`src/rtl/mult_scheduler_pkg.sv`:
```
// Shared constants for the HI/LO multiply scheduler: op codes, FSM states, default width.
package mult_scheduler_pkg;

  localparam int MS_WIDTH = 32;

  localparam logic [2:0] HL_NOP   = 3'd0;
  localparam logic [2:0] HL_MULT  = 3'd1;
  localparam logic [2:0] HL_MULTU = 3'd2;
  localparam logic [2:0] HL_MFHI  = 3'd3;
  localparam logic [2:0] HL_MFLO  = 3'd4;
  localparam logic [2:0] HL_MTHI  = 3'd5;
  localparam logic [2:0] HL_MTLO  = 3'd6;
  localparam logic [2:0] HL_MADD  = 3'd7;

  typedef enum logic [1:0] {
    MS_IDLE     = 2'd0,
    MS_WAIT_RDY = 2'd1,
    MS_BUSY     = 2'd2
  } ms_state_e;

endpackage

```
`src/rtl/hilo_reg.sv`:
```
// Architectural HI/LO register pair with per-half writes and a full product load.
// MULT_ACCUM_EN adds the accumulate path used by MADD.
module hilo_reg
  import mult_scheduler_pkg::*;
#(
  parameter int WIDTH = MS_WIDTH
) (
  input  logic               clk,
  input  logic               reset,
  input  logic               i_wr_hi,
  input  logic               i_wr_lo,
  input  logic               i_load,
`ifdef MULT_ACCUM_EN
  input  logic               i_accum,
`endif
  input  logic [WIDTH-1:0]   i_wdata,
  input  logic [2*WIDTH-1:0] i_product,
  output logic [WIDTH-1:0]   o_hi,
  output logic [WIDTH-1:0]   o_lo
);

  logic [WIDTH-1:0]   r_hi;
  logic [WIDTH-1:0]   r_lo;
  logic [2*WIDTH-1:0] w_load_val;

`ifdef MULT_ACCUM_EN
  // Sum wraps at 2*WIDTH bits; the carry out of HI is intentionally dropped.
  logic [2*WIDTH-1:0] w_sum;
  assign w_sum      = {r_hi, r_lo} + i_product;
  assign w_load_val = i_accum ? w_sum : i_product;
`else
  assign w_load_val = i_product;
`endif

  always_ff @(posedge clk) begin
    if (reset) begin
      r_hi <= {WIDTH{1'b0}};
      r_lo <= {WIDTH{1'b0}};
    end else if (i_load) begin
      r_hi <= w_load_val[2*WIDTH-1:WIDTH];
      r_lo <= w_load_val[WIDTH-1:0];
    end else begin
      if (i_wr_hi) r_hi <= i_wdata;
      if (i_wr_lo) r_lo <= i_wdata;
    end
  end

  assign o_hi = r_hi;
  assign o_lo = r_lo;

endmodule

```
`src/rtl/mult_scheduler.sv`:
```
// Execute-stage multiply scheduler: start/stall control and HI/LO ownership.
// Define MULT_ACCUM_EN to enable op 7 (MADD, signed multiply-accumulate).
module mult_scheduler
  import mult_scheduler_pkg::*;
#(
  parameter int WIDTH = MS_WIDTH
) (
  input  logic               clk,
  input  logic               reset,
  input  logic               valid_e,
  input  logic [2:0]         op_e,
  input  logic [WIDTH-1:0]   mt_data,
  input  logic               mult_ready,
  input  logic               mult_done,
  input  logic [2*WIDTH-1:0] product,
  output logic               start_mult,
  output logic               mult_sign,
  output logic               stall_mult,
  output logic               busy,
  output logic [WIDTH-1:0]   hi,
  output logic [WIDTH-1:0]   lo
);

  ms_state_e r_state;
  logic      w_is_mul;
  logic      w_is_hilo;
  logic      w_start;
  logic      w_stall;
  logic      w_sign;
  logic      w_load;
  logic      w_wr_hi;
  logic      w_wr_lo;

`ifdef MULT_ACCUM_EN
  logic r_madd;
  assign w_is_mul  = valid_e && ((op_e == HL_MULT) || (op_e == HL_MULTU) || (op_e == HL_MADD));
  assign w_is_hilo = valid_e && (op_e != HL_NOP);
  assign w_sign    = (op_e == HL_MULT) || (op_e == HL_MADD);
`else
  // Without accumulate support op 7 behaves as a NOP and never stalls.
  assign w_is_mul  = valid_e && ((op_e == HL_MULT) || (op_e == HL_MULTU));
  assign w_is_hilo = valid_e && (op_e != HL_NOP) && (op_e != HL_MADD);
  assign w_sign    = (op_e == HL_MULT);
`endif

  always_comb begin
    w_start = 1'b0;
    w_stall = 1'b0;
    case (r_state)
      MS_IDLE, MS_WAIT_RDY: begin
        if (w_is_mul) begin
          if (mult_ready) w_start = 1'b1;
          else            w_stall = 1'b1;
        end else begin
          w_start = 1'b0;
        end
      end
      MS_BUSY: w_stall = w_is_hilo;
      default: begin
        w_start = 1'b0;
        w_stall = 1'b0;
      end
    endcase
  end

  assign w_load  = (r_state == MS_BUSY) && mult_done;
  assign w_wr_hi = (r_state == MS_IDLE) && valid_e && (op_e == HL_MTHI);
  assign w_wr_lo = (r_state == MS_IDLE) && valid_e && (op_e == HL_MTLO);

  always_ff @(posedge clk) begin
    if (reset) begin
      r_state <= MS_IDLE;
`ifdef MULT_ACCUM_EN
      r_madd  <= 1'b0;
`endif
    end else begin
      case (r_state)
        MS_IDLE, MS_WAIT_RDY: begin
          if (w_start)        r_state <= MS_BUSY;
          else if (w_is_mul)  r_state <= MS_WAIT_RDY;
          else                r_state <= MS_IDLE;
        end
        MS_BUSY: begin
          if (mult_done) r_state <= MS_IDLE;
          else           r_state <= MS_BUSY;
        end
        default: r_state <= MS_IDLE;
      endcase
`ifdef MULT_ACCUM_EN
      // Latch MADD at start; op_e is free to change while the multiply runs.
      if (w_start) r_madd <= (op_e == HL_MADD);
      else         r_madd <= r_madd;
`endif
    end
  end

  hilo_reg #(.WIDTH(WIDTH)) u_hilo (
    .clk       (clk),
    .reset     (reset),
    .i_wr_hi   (w_wr_hi),
    .i_wr_lo   (w_wr_lo),
    .i_load    (w_load),
`ifdef MULT_ACCUM_EN
    .i_accum   (r_madd),
`endif
    .i_wdata   (mt_data),
    .i_product (product),
    .o_hi      (hi),
    .o_lo      (lo)
  );

  assign start_mult = w_start;
  assign mult_sign  = w_start && w_sign;
  assign stall_mult = w_stall;
  assign busy       = (r_state == MS_BUSY);

endmodule

```
`config.mk`:
```
export PLATFORM = sky130hd
export DESIGN_NAME = mult_scheduler
export DESIGN_NICKNAME = d
export VERILOG_FILES = /design/src/rtl/mult_scheduler_pkg.sv /design/src/rtl/hilo_reg.sv /design/src/rtl/mult_scheduler.sv
export SDC_FILE = /design/constraint.sdc
export NUM_CORES = 1
export LEC_CHECK = 0
export ABC_CLOCK_PERIOD_IN_PS = 1700
export CAP_MARGIN = 5
export CELL_PAD_IN_SITES_DETAIL_PLACEMENT = 0
export CELL_PAD_IN_SITES_GLOBAL_PLACEMENT = 1
export CORE_ASPECT_RATIO = 0.5
export CORE_MARGIN = 2
export CORE_UTILIZATION = 27
export CTS_CLUSTER_DIAMETER = 30
export DETAILED_ROUTE_END_ITERATION = 10
export PLACE_DENSITY = 0.78
export RECOVER_POWER = 50
export SYNTH_ARGS = -nofsm -noshare
export SYNTH_HDL_FRONTEND = slang
export SYNTH_SLANG_ARGS = --single-unit
export TNS_END_PERCENT = 100
```
`constraint.sdc`:
```
create_clock -name clk -period 1.7 [get_ports clk]
set_input_delay 0.34 -clock clk [delete_from_list [all_inputs] [get_ports clk]]
set_output_delay 0.34 -clock clk [all_outputs]
set_load 0.01 [all_outputs]
```
== After elaboration in Yosys (flattened, before gate mapping) ==
Index checks and enable logic that the tools add are counted.
Widths: inputs -> output; s select.
Storage, ports and cells
  output and inout bits: 68
  register bits after elaboration: 66
  logic and storage cells: 38
  bits of input ports: 104
Operators by class
  equality and inequality tests: 7
  muxes and demuxes: 14
  reduce and logical (&&, ||, !) cells: 14
Operators by type and width (number)
  $mux 32: 4
  $logic_and 1x1->1: 8
  $eq 3x3->1 const B: 2
  $mux 1: 6
  $mux 2: 2
  $pmux 2 s2: 1
  $reduce_bool 2->1: 2
  $eq 3x1->1 const B: 1
  $eq 3x2->1 const B: 1
  $ne 3x3->1 const B: 1
  $reduce_bool 3->1: 1
  $eq 2x1->1 const B: 1
  $eq 2x2->1 const B: 1
  $logic_not 2->1: 1
  $pmux 1 s2: 1
  $reduce_or 2->1: 1
  $logic_or 1x1->1: 1

== Longest topological paths before layout ==
  word-level depth: 7
  gate-level depth with buffers: 5

== Hierarchy ==
Synthesis repeated with hierarchy kept, for this count alone.
Unflattened totals
  cells, all modules: 306
  area, all modules: 3394.5 um2
By module, submodules not included
  hilo_reg: instances 1, area an instance 3229.3 um2, cells an instance 285, sequential area each 1281.2 um2
  mult_scheduler: instances 1, area an instance 165.2 um2, cells an instance 21, sequential area each 40.0 um2

== Worst setup path after synthesis ==
Ideal clock, no wire load.
  path type: input -> output
  start: in op_e[1]
  end: out stall_mult
  cell stages on the path: 4
  arrival: 1.061 ns
  required time: 1.360 ns
  buffers on the path: 1
  slack: 0.299 ns
  cell sequence: nor2b_1 buf_2 o21ai_0 o31ai_1
On the way
  word-level cells in the longest chain between the ends: 5
  elaborated cells on any way between the ends: 10
Ends and longest elaborated chain
  from (decl): line mult_scheduler.sv:11  | input logic [2:0] op_e,
  $eq 3x1->1 or $eq 3x2->1 (tied branches): line mult_scheduler.sv:41  | assign w_is_mul = valid_e && ((op_e == HL_MULT) || (op_e == HL_MULTU));
  $logic_or 1x1->1: line mult_scheduler.sv:41
  $logic_and 1x1->1: line mult_scheduler.sv:41
  $mux 1: line mult_scheduler.sv:51  | if (w_is_mul) begin
  $pmux 1 s2 (*): line mult_scheduler.sv:49  | case (r_state)
  to (decl): line mult_scheduler.sv:18  | output logic stall_mult,
Every way passes the cells marked *; elsewhere a longest branch is shown, timed or not.

== Final worst setup path ==
  start: in op_e[0]
  end: out stall_mult
The elaborated chain is that of the path after synthesis.

==> run summary <==
## Run status
• finished, final reports clean — run status

## Placement
• 171 — number of I/O port buffers
• -0.720 ns — Worst Setup Slack post-DPL
• 0.771 — routability congestion estimate from global placement
• 8050 um — estimated wirelength of the detail-placed design

## Clocking
• 0.33 ns — Clock Latency Late Sink
• 0 — Hold-fix buffers, CTS
• 0 — number of buffers inserted by post-CTS setup repair
• 3 — maximum level of the CTS H-tree
• done — CTS tree
• 66 — clock sink total
• 0.05 ns — CTS clock-pin slew for the worst setup and hold paths
• 2 — maximum clock path buffer count
• sky130_fd_sc_hd__clkbuf_16 — clk root buf
• 9 — total CTS buffers

## Timing
• 0 — final max-slew violation count
• 0.0418 ns — minimum setup slack in the final design
• 0 — hold violation total from the final report
• 1.66 ns — final critical path time including I/O delays and setup
• 50.3% — Max-slew headroom
• 0.203 ns — hold slack
• 97.5% — final critical-path share of the clock period
• 603 MHz — highest clock frequency the design can meet
• 0 — number of endpoints failing setup at the final stage
• 0.00446 ns — clock skew
• 0 ns — setup TNS
• no — setup repair after global routing missed its margin
• 0.745 ns — Worst Max-Slew Pin Slew

## Route
• 16.7 um — WL/cell
• 12100 um — wire length reported by the detailed router
• 0 — drc violations
• 233 — drt initial violations
• 3692 — detailed-route via count
• 5.11 — ratio of routed vias to standard cells
• 5 — detailed-router iteration count before antenna repair
• 0 — Final ANT Viol Nets

## Global routing
• 30.7% — met2 Resource Use GR
• 18600 um — global-route wire length before repair
• 18.1% — aggregate global-route resource usage
• 0 — Overflow after GRT
• 5.15% — global-route met3 utilization
• met2 — most utilized layer in the global route result
• 65 — largest net degree at the start of global routing
• 3473 — vias in the first global route
• 0 — number of antenna violations at the first check in global routing
• 23.2% — met1 demand-to-capacity share in global routing

## Logic synthesis
• 66 — total of flip-flops plus latches after synthesis
• 0 — number of flops mapped to enable cells by yosys
• 0% — proportion of synthesized area in mux cells
• 28.0% — area fraction in compound gates after synthesis
• 20.5% — synthesized-area fraction occupied by and/or/nand/nor cells
• sky130_fd_sc_hd__dfxtp_1 — dominant cell type by area after synthesis
• compound AO/OA/AOI/OAI gates — dominant combinational cell family by area after synthesis
• 40.7% — sequential share of the synthesized area
• 0 — synth warn
• 496 — net count after synthesis
• 392 — Post-Syn Instances
• sky130_fd_sc_hd__dfxtp_1 — dominant synthesized flop cell
• sky130_fd_sc_hd__dfxtp_1 — top-count cell post-synth
• 66 x sky130_fd_sc_hd__dfxtp_1, 65 x sky130_fd_sc_hd__nand3_1, 65 x sky130_fd_sc_hd__nor2_1, 65 x sky130_fd_sc_hd__o21ai_0, 64 x sky130_fd_sc_hd__a311oi_1 — Post-synth top cells
• 40.7% — area share of the leading cell type in the synthesized netlist
• 0% — adder-cell share of the synthesized area
• 0% — Synth async-reset ratio
• 22 — Yosys cell types
• 0% — post-synthesis share of cell area spent on xor and xnor gates
• sky130_fd_sc_hd__dfxtp_1 41%, sky130_fd_sc_hd__a311oi_1 17%, sky130_fd_sc_hd__nand3_1 10% — biggest area contributors in the synthesized netlist
• 0.00324 mm^2 — Post-Synthesis Cell Area
• 8.28 um^2 — average cell area after synthesis

## Critical path
• clkdlybuf4s15_2, or3_2, nand4_1, o31ai_1, buf_2 — Critical Path, Cell by Cell
• sky130_fd_sc_hd__or3_2 — critical path's slowest cell
• output pin — type of element capturing the critical path
• in2out — Critical Setup Path Class
• 1.32 ns — WP data arrival
• 1.36 ns — data required time of the critical path
• 4 — maximum net fanout on the critical path
• input port — crit start category
• 0.45 ns — largest incremental delay on the critical path

## Layout
• 46.4% — share of the core filled with cells
• 10.1% — fraction of layout cells with a size suffix above 1
• 0 — number of diodes
• 656 — net total in the final layout
• 68.5% — layout overhead on the synthesized area

## Floorplanning
• 28 — Row Count
• 81.5 um — die outline height
• 0.0118 mm^2 — area inside the core boundary
• 172 — I/O Pins
• 0.0130 mm^2 — die area
• 159 um — die outline width
• 27.6% — Initial Utilization

## Min path
• in2reg — class of the worst hold path

## Power and ir drop
• 2.01 nW — leakage power total
• 771 mW/mm^2 — areal power density over the cells
• 4.21 mW — Total Power
• 0.387 mV — highest ir drop seen on vdd

## Run
• 0 — Max-cap violations

[sequential cells by signal, summed over array words and instances, names as in the netlist]
| signal | cells |
|---|---|
| r_state | 2 |
| u_hilo.o_hi | 32 |
| u_hilo.o_lo | 32 |
[layout by cell type (no fill, tap or decap)]
cell type and instances:
sky130_fd_sc_hd__clkbuf_16 9, sky130_fd_sc_hd__o21ai_0 64, sky130_fd_sc_hd__clkdlybuf4s50_1 118, sky130_fd_sc_hd__buf_12 10
sky130_fd_sc_hd__clkdlybuf4s15_2 1, sky130_fd_sc_hd__nand3b_1 1, sky130_fd_sc_hd__clkbuf_1 1, sky130_fd_sc_hd__nor2b_4 3
sky130_fd_sc_hd__inv_1 2, sky130_fd_sc_hd__clkdlybuf4s15_1 1, sky130_fd_sc_hd__buf_4 16, sky130_fd_sc_hd__nand4_1 1
sky130_fd_sc_hd__dfxtp_2 1, sky130_fd_sc_hd__o21ai_2 1, sky130_fd_sc_hd__nand3_1 65, sky130_fd_sc_hd__and4bb_2 1
sky130_fd_sc_hd__nor2b_1 1, sky130_fd_sc_hd__a21oi_1 1, sky130_fd_sc_hd__dlymetal6s2s_1 1, sky130_fd_sc_hd__dlygate4sd3_1 43
sky130_fd_sc_hd__dfxtp_1 65, sky130_fd_sc_hd__dlygate4sd2_1 3, sky130_fd_sc_hd__buf_2 4, sky130_fd_sc_hd__bufinv_16 1
sky130_fd_sc_hd__nor4_1 1, sky130_fd_sc_hd__a311oi_1 64, sky130_fd_sc_hd__nand4bb_2 1, sky130_fd_sc_hd__o31ai_1 1
sky130_fd_sc_hd__o2111ai_2 1, sky130_fd_sc_hd__nand2b_1 3, sky130_fd_sc_hd__clkbuf_8 2, sky130_fd_sc_hd__or3_2 1
sky130_fd_sc_hd__nor2_1 65, sky130_fd_sc_hd__clkinv_2 3, sky130_fd_sc_hd__clkinvlp_4 1
[per-layer routing]
| metal | wire (um) | part of all wire, % |
|---|---|---|
| met4 | 140 | 1.2 |
| met5 | 0 | 0 |
| met3 | 807 | 6.7 |
| met1 | 5320 | 44 |
| met2 | 5810 | 48 |
[logic make-up after synthesis]
| logic type | count (synthesis) |
|---|---|
| DFF | 66 |
| and+or+nand+nor | 143 |
| AOI/OAI and AO/OA | 132 |
| buffers and inverters | 51 |
[per-stage QoR]
stage	instance area, um^2	cells
finish	5470	722
detailed placement	5160	706
global placement	5160	706
CTS	5480	722
floorplan	3240	392
global route	5470	722
[power by group]
group	leakage [nW]	switching (mW)	internal, mW	total [mW]
Combinational	1.32	0.302	0.388	0.690
Clock	0.151	0.690	1.21	1.90
Sequential	0.536	0.0235	1.60	1.63
[worst paths after layout]
kind	end	cells after the start	slack, ns	startpoint
hold reg to reg	u_hilo.o_hi[11]	2	0.49	u_hilo.o_hi[11]
setup reg to reg	u_hilo.o_hi[3]	5	0.15	r_state[1]
hold / removal	r_state[1]	2	0.20	reset
setup / recovery	stall_mult	5	0.04	op_e[0]
[repair_timing]
action,4_1_cts,5_1_grt
resized for setup,26,3
endpoints found under the setup margin,64,3
pin swaps,2,1
[worst max-delay path: cells and delay by family]
kind                   cells  cell delay [ns]
AO/OA/AOI/OAI              1             0.07
buffers and inverters      2             0.36
AND/OR/NAND/NOR            2             0.55
[final cells by class]
cell class,count,area [um^2]
repair buffers,198,2020
multi-input cells,275,1610
well taps,165,206
fillers,1167,6300
inverters,2,7.51
flip-flops and latches,66,1320
clock buffers,11,253
clock inverters,5,52.6
(Power assumes the default switching activity.)
